[src/rtl/message_pkg.sv]
// -----------------------------------------------------------------------------
// message_pkg
// Shared definitions for the message stream combiner/splitter pair and their
// benches: header flag position, length/destination field placement, and the
// splitter FSM state encoding.
//
// Header word layout (MSB first):
//   [WIDTH-1]                                  header flag (1 = header)
//   [WIDTH-2 -: LOG_MAX_PACKET_LENGTH]         payload length in words
//   [WIDTH-2-LOG_MAX_PACKET_LENGTH -: LOG_N]   destination stream
//   remaining low bits                         unused by the splitter
// -----------------------------------------------------------------------------
package message_pkg;

   typedef enum logic [1:0] {
      ST_IDLE    = 2'd0,
      ST_FORWARD = 2'd1,
      ST_DISCARD = 2'd2
   } state_e;

   function automatic int hdr_flag_pos(input int width);
      return width - 1;
   endfunction

   function automatic int len_msb(input int width);
      return width - 2;
   endfunction

   function automatic int dest_msb(input int width, input int log_len);
      return width - 2 - log_len;
   endfunction

   // Lowest bit position of the destination field; bits below it are spare.
   function automatic int dest_lsb(input int width, input int log_len, input int log_n);
      return width - 1 - log_len - log_n;
   endfunction

endpackage

[src/rtl/message_header_decoder.sv]
// -----------------------------------------------------------------------------
// message_header_decoder
// Purely combinational split of a stream word into its header fields.
//
// Ports:
//   word_i        stream word under inspection
//   is_header_o   header flag bit of the word
//   length_o      payload length field
//   dest_o        destination stream field
//   dest_valid_o  destination addresses an existing stream (< N_STREAMS)
// -----------------------------------------------------------------------------
module message_header_decoder
   import message_pkg::*;
#(
   parameter int N_STREAMS             = 4,
   parameter int LOG_N_STREAMS         = 2,
   parameter int WIDTH                 = 32,
   parameter int LOG_MAX_PACKET_LENGTH = 10
) (
   input  logic [WIDTH-1:0]                 word_i,
   output logic                             is_header_o,
   output logic [LOG_MAX_PACKET_LENGTH-1:0] length_o,
   output logic [LOG_N_STREAMS-1:0]         dest_o,
   output logic                             dest_valid_o
);

   localparam int FLAG_POS = hdr_flag_pos(WIDTH);
   localparam int LEN_MSB  = len_msb(WIDTH);
   localparam int DEST_MSB = dest_msb(WIDTH, LOG_MAX_PACKET_LENGTH);
   localparam int DEST_LSB = dest_lsb(WIDTH, LOG_MAX_PACKET_LENGTH, LOG_N_STREAMS);

   assign is_header_o  = word_i[FLAG_POS];
   assign length_o     = word_i[LEN_MSB -: LOG_MAX_PACKET_LENGTH];
   assign dest_o       = word_i[DEST_MSB -: LOG_N_STREAMS];
   // Compared at 32 bits so a non-power-of-two stream count is handled.
   assign dest_valid_o = (32'(dest_o) < 32'(N_STREAMS));

   // Spare low bits of the header carry no meaning for routing.
   if (DEST_LSB > 0) begin : g_spare
      logic unused_spare_bits;
      assign unused_spare_bits = ^word_i[DEST_LSB-1:0];
   end

endmodule

[src/rtl/message_stream_splitter.sv]
// -----------------------------------------------------------------------------
// message_stream_splitter
// Routes header-framed packets from one combined stream to one of N_STREAMS
// output streams selected by the header's destination field. One registered
// output word per accepted input word, one cycle of latency, no backpressure.
// Orphan words (non-header while idle) and headers with an out-of-range
// destination are dropped and raise the sticky error flag; the payload of a
// rejected packet is swallowed.
//
// Build option:
//   MESSAGE_SPLITTER_STRIP_HEADER_EN  when defined, header words are consumed
//                                     and only payload words are emitted
//                                     (a length-0 packet emits nothing).
//
// Ports:
//   clk       clock
//   rst_n     synchronous active-low reset
//   in_data   combined stream word
//   in_nd     in_data valid this cycle
//   out_data  stream k at bits [WIDTH*(k+1)-1 -: WIDTH], holds when idle
//   out_nd    per-stream valid pulse (one-hot or zero)
//   out_last  per-stream last-word-of-packet pulse
//   error     sticky flag, cleared only by reset
// -----------------------------------------------------------------------------
module message_stream_splitter
   import message_pkg::*;
#(
   parameter int N_STREAMS             = 4,
   parameter int LOG_N_STREAMS         = 2,
   parameter int WIDTH                 = 32,
   parameter int MAX_PACKET_LENGTH     = 1024,
   parameter int LOG_MAX_PACKET_LENGTH = 10
) (
   input  logic                         clk,
   input  logic                         rst_n,
   input  logic [WIDTH-1:0]             in_data,
   input  logic                         in_nd,
   output logic [WIDTH*N_STREAMS-1:0]   out_data,
   output logic [N_STREAMS-1:0]         out_nd,
   output logic [N_STREAMS-1:0]         out_last,
   output logic                         error
);

   localparam int LEN_W = LOG_MAX_PACKET_LENGTH;
   // The length field width alone bounds packet size; the nominal maximum is
   // carried for parameter compatibility with the combiner.
   localparam int max_len_unused = MAX_PACKET_LENGTH;

   state_e                         state_q, state_d;
   logic [LOG_N_STREAMS-1:0]       dest_q, dest_d;
   logic [LEN_W-1:0]               remaining_q, remaining_d;
   logic                           error_q, error_d;
   logic [WIDTH*N_STREAMS-1:0]     out_data_q, out_data_d;
   logic [N_STREAMS-1:0]           out_nd_q, out_nd_d;
   logic [N_STREAMS-1:0]           out_last_q, out_last_d;

   logic                           hdr_is_header;
   logic [LEN_W-1:0]               hdr_length;
   logic [LOG_N_STREAMS-1:0]       hdr_dest;
   logic                           hdr_dest_valid;

   logic                           fwd_en;
   logic [LOG_N_STREAMS-1:0]       fwd_dest;
   logic                           fwd_last;

   message_header_decoder #(
      .N_STREAMS             (N_STREAMS),
      .LOG_N_STREAMS         (LOG_N_STREAMS),
      .WIDTH                 (WIDTH),
      .LOG_MAX_PACKET_LENGTH (LOG_MAX_PACKET_LENGTH)
   ) u_hdr_dec (
      .word_i       (in_data),
      .is_header_o  (hdr_is_header),
      .length_o     (hdr_length),
      .dest_o       (hdr_dest),
      .dest_valid_o (hdr_dest_valid)
   );

   // State and output registers
   always_ff @(posedge clk) begin
      if (!rst_n) begin
         state_q     <= ST_IDLE;
         dest_q      <= '0;
         remaining_q <= '0;
         error_q     <= 1'b0;
         out_data_q  <= '0;
         out_nd_q    <= '0;
         out_last_q  <= '0;
      end else begin
         state_q     <= state_d;
         dest_q      <= dest_d;
         remaining_q <= remaining_d;
         error_q     <= error_d;
         out_data_q  <= out_data_d;
         out_nd_q    <= out_nd_d;
         out_last_q  <= out_last_d;
      end
   end

   // Next-state logic
   always_comb begin
      state_d     = state_q;
      dest_d      = dest_q;
      remaining_d = remaining_q;
      error_d     = error_q;
      if (in_nd) begin
         case (state_q)
            ST_IDLE: begin
               if (!hdr_is_header) begin
                  error_d = 1'b1;
               end else if (!hdr_dest_valid) begin
                  error_d     = 1'b1;
                  remaining_d = hdr_length;
                  if (hdr_length != '0) state_d = ST_DISCARD;
               end else begin
                  dest_d = hdr_dest;
                  if (hdr_length != '0) begin
                     remaining_d = hdr_length;
                     state_d     = ST_FORWARD;
                  end
               end
            end
            ST_FORWARD, ST_DISCARD: begin
               remaining_d = remaining_q - LEN_W'(1);
               if (remaining_q == LEN_W'(1)) state_d = ST_IDLE;
            end
            default: state_d = ST_IDLE;
         endcase
      end
   end

   // Output logic: select what (if anything) is written this cycle
   always_comb begin
      fwd_en   = 1'b0;
      fwd_dest = dest_q;
      fwd_last = 1'b0;
      if (in_nd) begin
         case (state_q)
`ifdef MESSAGE_SPLITTER_STRIP_HEADER_EN
            // Headers are consumed; payload alone reaches the streams.
            ST_IDLE: ;
`else
            ST_IDLE: begin
               if (hdr_is_header && hdr_dest_valid) begin
                  fwd_en   = 1'b1;
                  fwd_dest = hdr_dest;
                  fwd_last = (hdr_length == '0);
               end
            end
`endif
            // Payload MSB is never interpreted as a header flag.
            ST_FORWARD: begin
               fwd_en   = 1'b1;
               fwd_last = (remaining_q == LEN_W'(1));
            end
            default: ;
         endcase
      end

      out_data_d = out_data_q;
      out_nd_d   = '0;
      out_last_d = '0;
      for (int k = 0; k < N_STREAMS; k++) begin
         if (fwd_en && (int'(fwd_dest) == k)) begin
            out_data_d[WIDTH*k +: WIDTH] = in_data;
            out_nd_d[k]                  = 1'b1;
            out_last_d[k]                = fwd_last;
         end
      end
   end

   assign out_data = out_data_q;
   assign out_nd   = out_nd_q;
   assign out_last = out_last_q;
   assign error    = error_q;

endmodule

[config.mk]
export PLATFORM = sky130hd
export DESIGN_NAME = message_stream_splitter
export DESIGN_NICKNAME = d
export VERILOG_FILES = /design/src/rtl/message_pkg.sv /design/src/rtl/message_header_decoder.sv /design/src/rtl/message_stream_splitter.sv
export SDC_FILE = /design/constraint.sdc
export NUM_CORES = 1
export LEC_CHECK = 0
export BUFFER_PORTS_ARGS = -buffer_cell sky130_fd_sc_hd__buf_2
export CELL_PAD_IN_SITES_DETAIL_PLACEMENT = 1
export CELL_PAD_IN_SITES_GLOBAL_PLACEMENT = 1
export CORE_UTILIZATION = 38
export CTS_CLUSTER_DIAMETER = 80
export DETAILED_ROUTE_END_ITERATION = 10
export PLACE_DENSITY_LB_ADDON = 0.3
export SKIP_LAST_GASP = 1
export SYNTH_ARGS = -nofsm -noshare
export SYNTH_HDL_FRONTEND = slang
export SYNTH_SLANG_ARGS = --single-unit
export TNS_END_PERCENT = 100
[constraint.sdc]
create_clock -name clk -period 2.07 [get_ports clk]
set_input_delay 0.1035 -clock clk [delete_from_list [all_inputs] [get_ports clk]]
set_output_delay 0.1035 -clock clk [all_outputs]
set_load 0.05 [all_outputs]
Yosys cells after proc, flatten, opt, wreduce, memory -nomap -nowiden --
Cells that the tools add are included.
Word-level totals: register bits 151, bits of input ports 35, output and inout bits 137, word-level logic and storage cells 61
Operators by class: $add $sub $neg 1, equality and inequality tests 9, multiplexer cells 20, bitwise logic cells 1, reduce and logical (&&, ||, !) cells 17
Operators by type and width (count):
- $mux W10 | 2
- $pmux W10 S2 | 1
- $mux W2 | 6
- $eq A10 B1 Y1 const B | 1
- $logic_not A10 Y1 | 1
- $reduce_bool A10 Y1 | 1
- $sub A10 B1 Y10 const B | 1
- $mux W1 | 8
- $reduce_and A2 Y1 | 4
- $reduce_and A4 Y1 | 2
- $eq A2 B2 Y1 const B | 3
- $ne A2 B2 Y1 const B | 3
- $eq A2 B1 Y1 const B | 2
- $logic_and A1 B1 Y1 | 4
- $logic_not A2 Y1 | 2
- $pmux W1 S2 | 2
- $pmux W2 S2 | 1
- $reduce_and A3 Y1 | 1
- $reduce_bool A2 Y1 | 1
- $reduce_or A2 Y1 | 1
- $not A1 Y1 | 1

Logic depth before layout (Yosys ltp) --
depth after elaboration 6, gate-level depth with buffers 8, gate-level depth less buffers 6

Modules after synthesis --
From an unflattened synthesis, not the netlist that was laid out.
Unflattened totals: cell total of the unflattened synthesis 621, area, all modules 6044.5 µm²
By module, submodules not included:
- message_stream_splitter | instances 1, cells an instance 606, area each 5935.7 µm², sequential area each 3022.9 µm²
- message_header_decoder | instances 1, cells an instance 15, area each 108.9 µm², sequential area each 0.0 µm²

Least setup slack after synthesis --
OpenSTA, ideal clock, no wires.
kind register to register, from register state_q[0], to register out_data_q[91] (netlist: out_data[91]), setup time 0.132 ns, arrival time 1.556 ns, data required time 1.938 ns, path slack 0.382 ns, stages on the path, launching flop included 9, path buffers 4, clock period less this slack 1.688 ns, path through dfxtp_1 -> buf_4 -> and3b_1 -> buf_4 -> mux2_4 -> buf_6 -> buf_6 -> o21ai_1 -> a21oi_1
Between the ends: longest elaborated chain between the ends 5, elaborated cells between the ends (all ways) 8, those cells by class eq/ne (2); mux (4); reduce/logical (2)
RTL lines:
- start: declaration | line message_stream_splitter.sv:49 | state_e state_q, state_d;
- start signal: assignment | line message_stream_splitter.sv:90 | state_q <= state_d;
- $logic_not A2 Y1 | line message_stream_splitter.sv:138 | case (state_q)
- $mux W2
- $mux W2 | line message_stream_splitter.sv:137 | if (in_nd) begin
- $eq A2 B2 Y1 | line message_stream_splitter.sv:164 | if (fwd_en && (int'(fwd_dest) == k)) begin
- $logic_and A1 B1 Y1 (*) | line message_stream_splitter.sv:164
- end signal: assignment | line message_stream_splitter.sv:94 | out_data_q <= out_data_d;
- end: declaration | line message_stream_splitter.sv:53 | logic [WIDTH*N_STREAMS-1:0] out_data_q, out_data_d;
Every way passes the cells marked *; elsewhere a longest branch is shown, timed or not. A chain may end at the register's enable or synchronous reset.

Worst setup path after layout --
from input port in_data[27], to register remaining_q[5]
Between the ends: longest elaborated chain between the ends 3
RTL lines:
- start: declaration | line message_stream_splitter.sv:36 | input logic [WIDTH-1:0] in_data,
- $reduce_bool A10 Y1 | line message_stream_splitter.sv:117 | if (hdr_length != '0) begin
- $ne A2 B2 Y1 (no source line)
- $reduce_and A4 Y1 (no source line)
- end signal: assignment | line message_stream_splitter.sv:92 | remaining_q <= remaining_d;
- end: declaration | line message_stream_splitter.sv:51 | logic [LEN_W-1:0] remaining_q, remaining_d;
Every way passes these cells.

==> results.json <==
{
  "slowest_delay_ns": 0.56,
  "grt_usage": 0.256,
  "yosysTopAreaCellShare": 0.496,
  "crit_path_end_kind": "flop",
  "netlist_top_cells_area": "dfxtp_1 (50%), a21oi_1 (11%), nand3_1 (11%)",
  "grt_max_degree": 92,
  "drive_above_1_share": 0.264,
  "crit_type": "primary input to flop",
  "wl_per_cell_um": 18.8,
  "die_w_um": 128,
  "io_pins": 172,
  "synth_edf_count": 0,
  "drtIter0Drc": 354,
  "antenna_found_initial": 0,
  "cp_data_arrival_time_ns": 2.24,
  "r2r-end": "out_data[109]",
  "tns_ns": 0,
  "p_leak_uw": 0.00316,
  "vias_per_cell": 5.65,
  "start_util": 0.394,
  "synth_area_um2": 6060,
  "slew_headroom": 0.636,
  "setup_ws_ns": 0.180,
  "syn_area_per_cell_um2": 8.37,
  "worst_pin_slew_ns": 0.541,
  "utilization": 0.514,
  "fp.dieH_um": 128,
  "synth_common_cells": "dfxtp_1 (150), a21oi_1 (137), nand3_1 (131)",
  "port_buffers": 171,
  "hp-start": "rst_n",
  "drv_slew": 0,
  "gp_congestion": 0.760,
  "wl_um": 20600,
  "drv_cap": 0,
  "cts_buffer_depth": 2,
  "max_freq_mhz": 529,
  "ant_nets": 0,
  "vias": 6222,
  "hold_viol": 0,
  "htreeDepth": 4,
  "setup_viol": 0,
  "worst_r2r_path_depth": 5,
  "p_per_area_nw_per_um2": 952,
  "cp_max_fo": 13,
  "synth-seq-cells": 150,
  "ir_worst_vdd_uv": 604,
  "cts-buffers-inserted": 17,
  "yosysMostFrequentCell": "dfxtp_1",
  "dp_hpwl_um": 12900,
  "crit-reg2reg-launch": "state_q[0]",
  "hold_path_end": "out_last[2]",
  "synth_cells": 724,
  "antenna_cells": 0,
  "cp_top_family": "simple AND/OR/NAND/NOR gates",
  "cts_setup_buffers": 0,
  "cts_tree": "done",
  "fp.coreArea_um2": 15400,
  "status": "finished, final reports clean",
  "cp-start-kind": "primary input",
  "area_growth_pct": 30.5,
  "overflow": 0,
  "path_clk_slew_ns": 0.06,
  "yosysTopAreaCell": "dfxtp_1",
  "finalClockSkew_ns": 0.00799,
  "power_uw": 7530,
  "cts.sinks": 150,
  "fill_cells": 1842,
  "die_area_um2": 16400,
  "pre_cts_slack_ns": 0.0633,
  "synth_ff_type": "dfxtp_1",
  "synth_cell_types": 45,
  "period_share": 0.913,
  "drt_pass1_iterations": 4,
  "async_reset_ff_frac": 0,
  "hold_path.class": "primary input to flop",
  "num_rows": 45,
  "worst_skew_pair.late_latency_ns": 0.42,
  "cts_root_buf": "clkbuf_16",
  "layout.nets": 915,
  "yosysWarningCount": 0,
  "hold_depth": 2,
  "slowest_stage": "and4_1",
  "critPathBufInv": 2,
  "grt_pass1_wl_um": 33200,
  "ys_seq_area_frac": 0.496,
  "rrSetupSlack_ns": 0.21,
  "crit_chain": "dlygate4sd3_1, buf_2, nor4_1, and4_1, o21ai_0, a31oi_1",
  "post-route-drc-count": 0,
  "grt_pass1_vias": 6380,
  "min_period_ns": 1.89,
  "rsz0062_at_grt": "false",
  "worstPathRequired_ns": 2.42,
  "synth_fp_nets": 761
}
metal layers:
layer  track usage  vias to the layer above  wire length, um
li1              -                     2913                -
met1         0.315                     3071             8940
met2         0.428                      196            10100
met3        0.0647                       42             1130
met4         0.103                        0              471
met5             0                        -                0
worst max-delay path by stage:
stage | startpoint | cells past startpoint | slack [ns] | endpoint
4_1_cts | state_q[0] | 5 | 0.07 | out_last[1]
6_report | in_data[27] | 6 | 0.18 | remaining_q[5]
3_5_place_dp | state_q[0] | 5 | 0.06 | out_last[1]
3_3_place_gp | state_q[0] | 5 | 0.20 | out_last[1]
5_1_grt | state_q[0] | 5 | 0.08 | out_last[3]
2_1_floorplan | state_q[0] | 8 | 0.38 | out_data[91]
worst register-to-register path: cells and delay by family, from the launching register on:
kind	cells	cell delay (ns)
and+or+nand+nor	1	0.36
buffers and inverters	1	0.36
DFF	1	0.35
AOI/OAI and AO/OA	2	0.39
muxes	1	0.32
placed cells by master, fill, tap and decap left out, types with 5 or more instances in the layout:
master	Yosys	routed
a21oi_1	137	137
a31oi_1	6	6
buf_12	0	5
buf_2	14	171
buf_4	18	14
bufinv_16	0	5
clkbuf_16	0	17
clkbuf_8	0	5
dfxtp_1	150	150
dlygate4sd3_1	0	22
inv_1	6	6
nand2_1	10	10
nand3_1	131	131
nor2_1	9	9
o21ai_0	82	82
o21ai_1	61	59
sequential cells by signal, summed over array words and instances, names as in the netlist:
signal	flops
dest_q	2
error	1
out_data	128
out_last	4
out_nd	4
remaining_q	10
state_q	1
what timing repair did:
action	in CTS	in global routing
hold buffers	22	0
setup endpoints to repair	0	10
endpoints found under the hold margin	81	0
resized for setup	0	3
logic make-up after synthesis:
logic type / Yosys count / synth area share
buf+inv: 86 / 0.0735
flops: 150 / 0.496
simple gates: 181 / 0.158
fa+ha+maj: 2 / 0.00413
compound gates: 298 / 0.253
mux: 7 / 0.0151
layout make-up:
type	instances	area [um^2]	share of cell area
Clock inverter	8	168	0.0212
Multi-Input combinational cell	488	2640	0.334
Tap cell	211	264	0.0334
Timing Repair Buffer	214	1300	0.165
Clock buffer	23	498	0.0630
Sequential cell	150	3000	0.380
Inverter	7	28.8	0.00364
power by group:
part	total [uW]	switching (uW)	internal (uW)	leakage, uW
Sequential	3030	57.5	2980	0.00122
Combinational	1000	735	269	0.00162
Clock	3490	1200	2290	0.000325
Total	7530	1990	5540	0.00316
through the flow:
step	hold WS (ns)	area (um^2)	cells
floorplan	0.251	6060	724
global route	0.00927	7910	1101
global placement	0.395	7010	1048
detailed placement	0.402	7010	1048
finish	0.0179	7910	1101
CTS	0.00432	7890	1101
(Power assumes the default switching activity.)
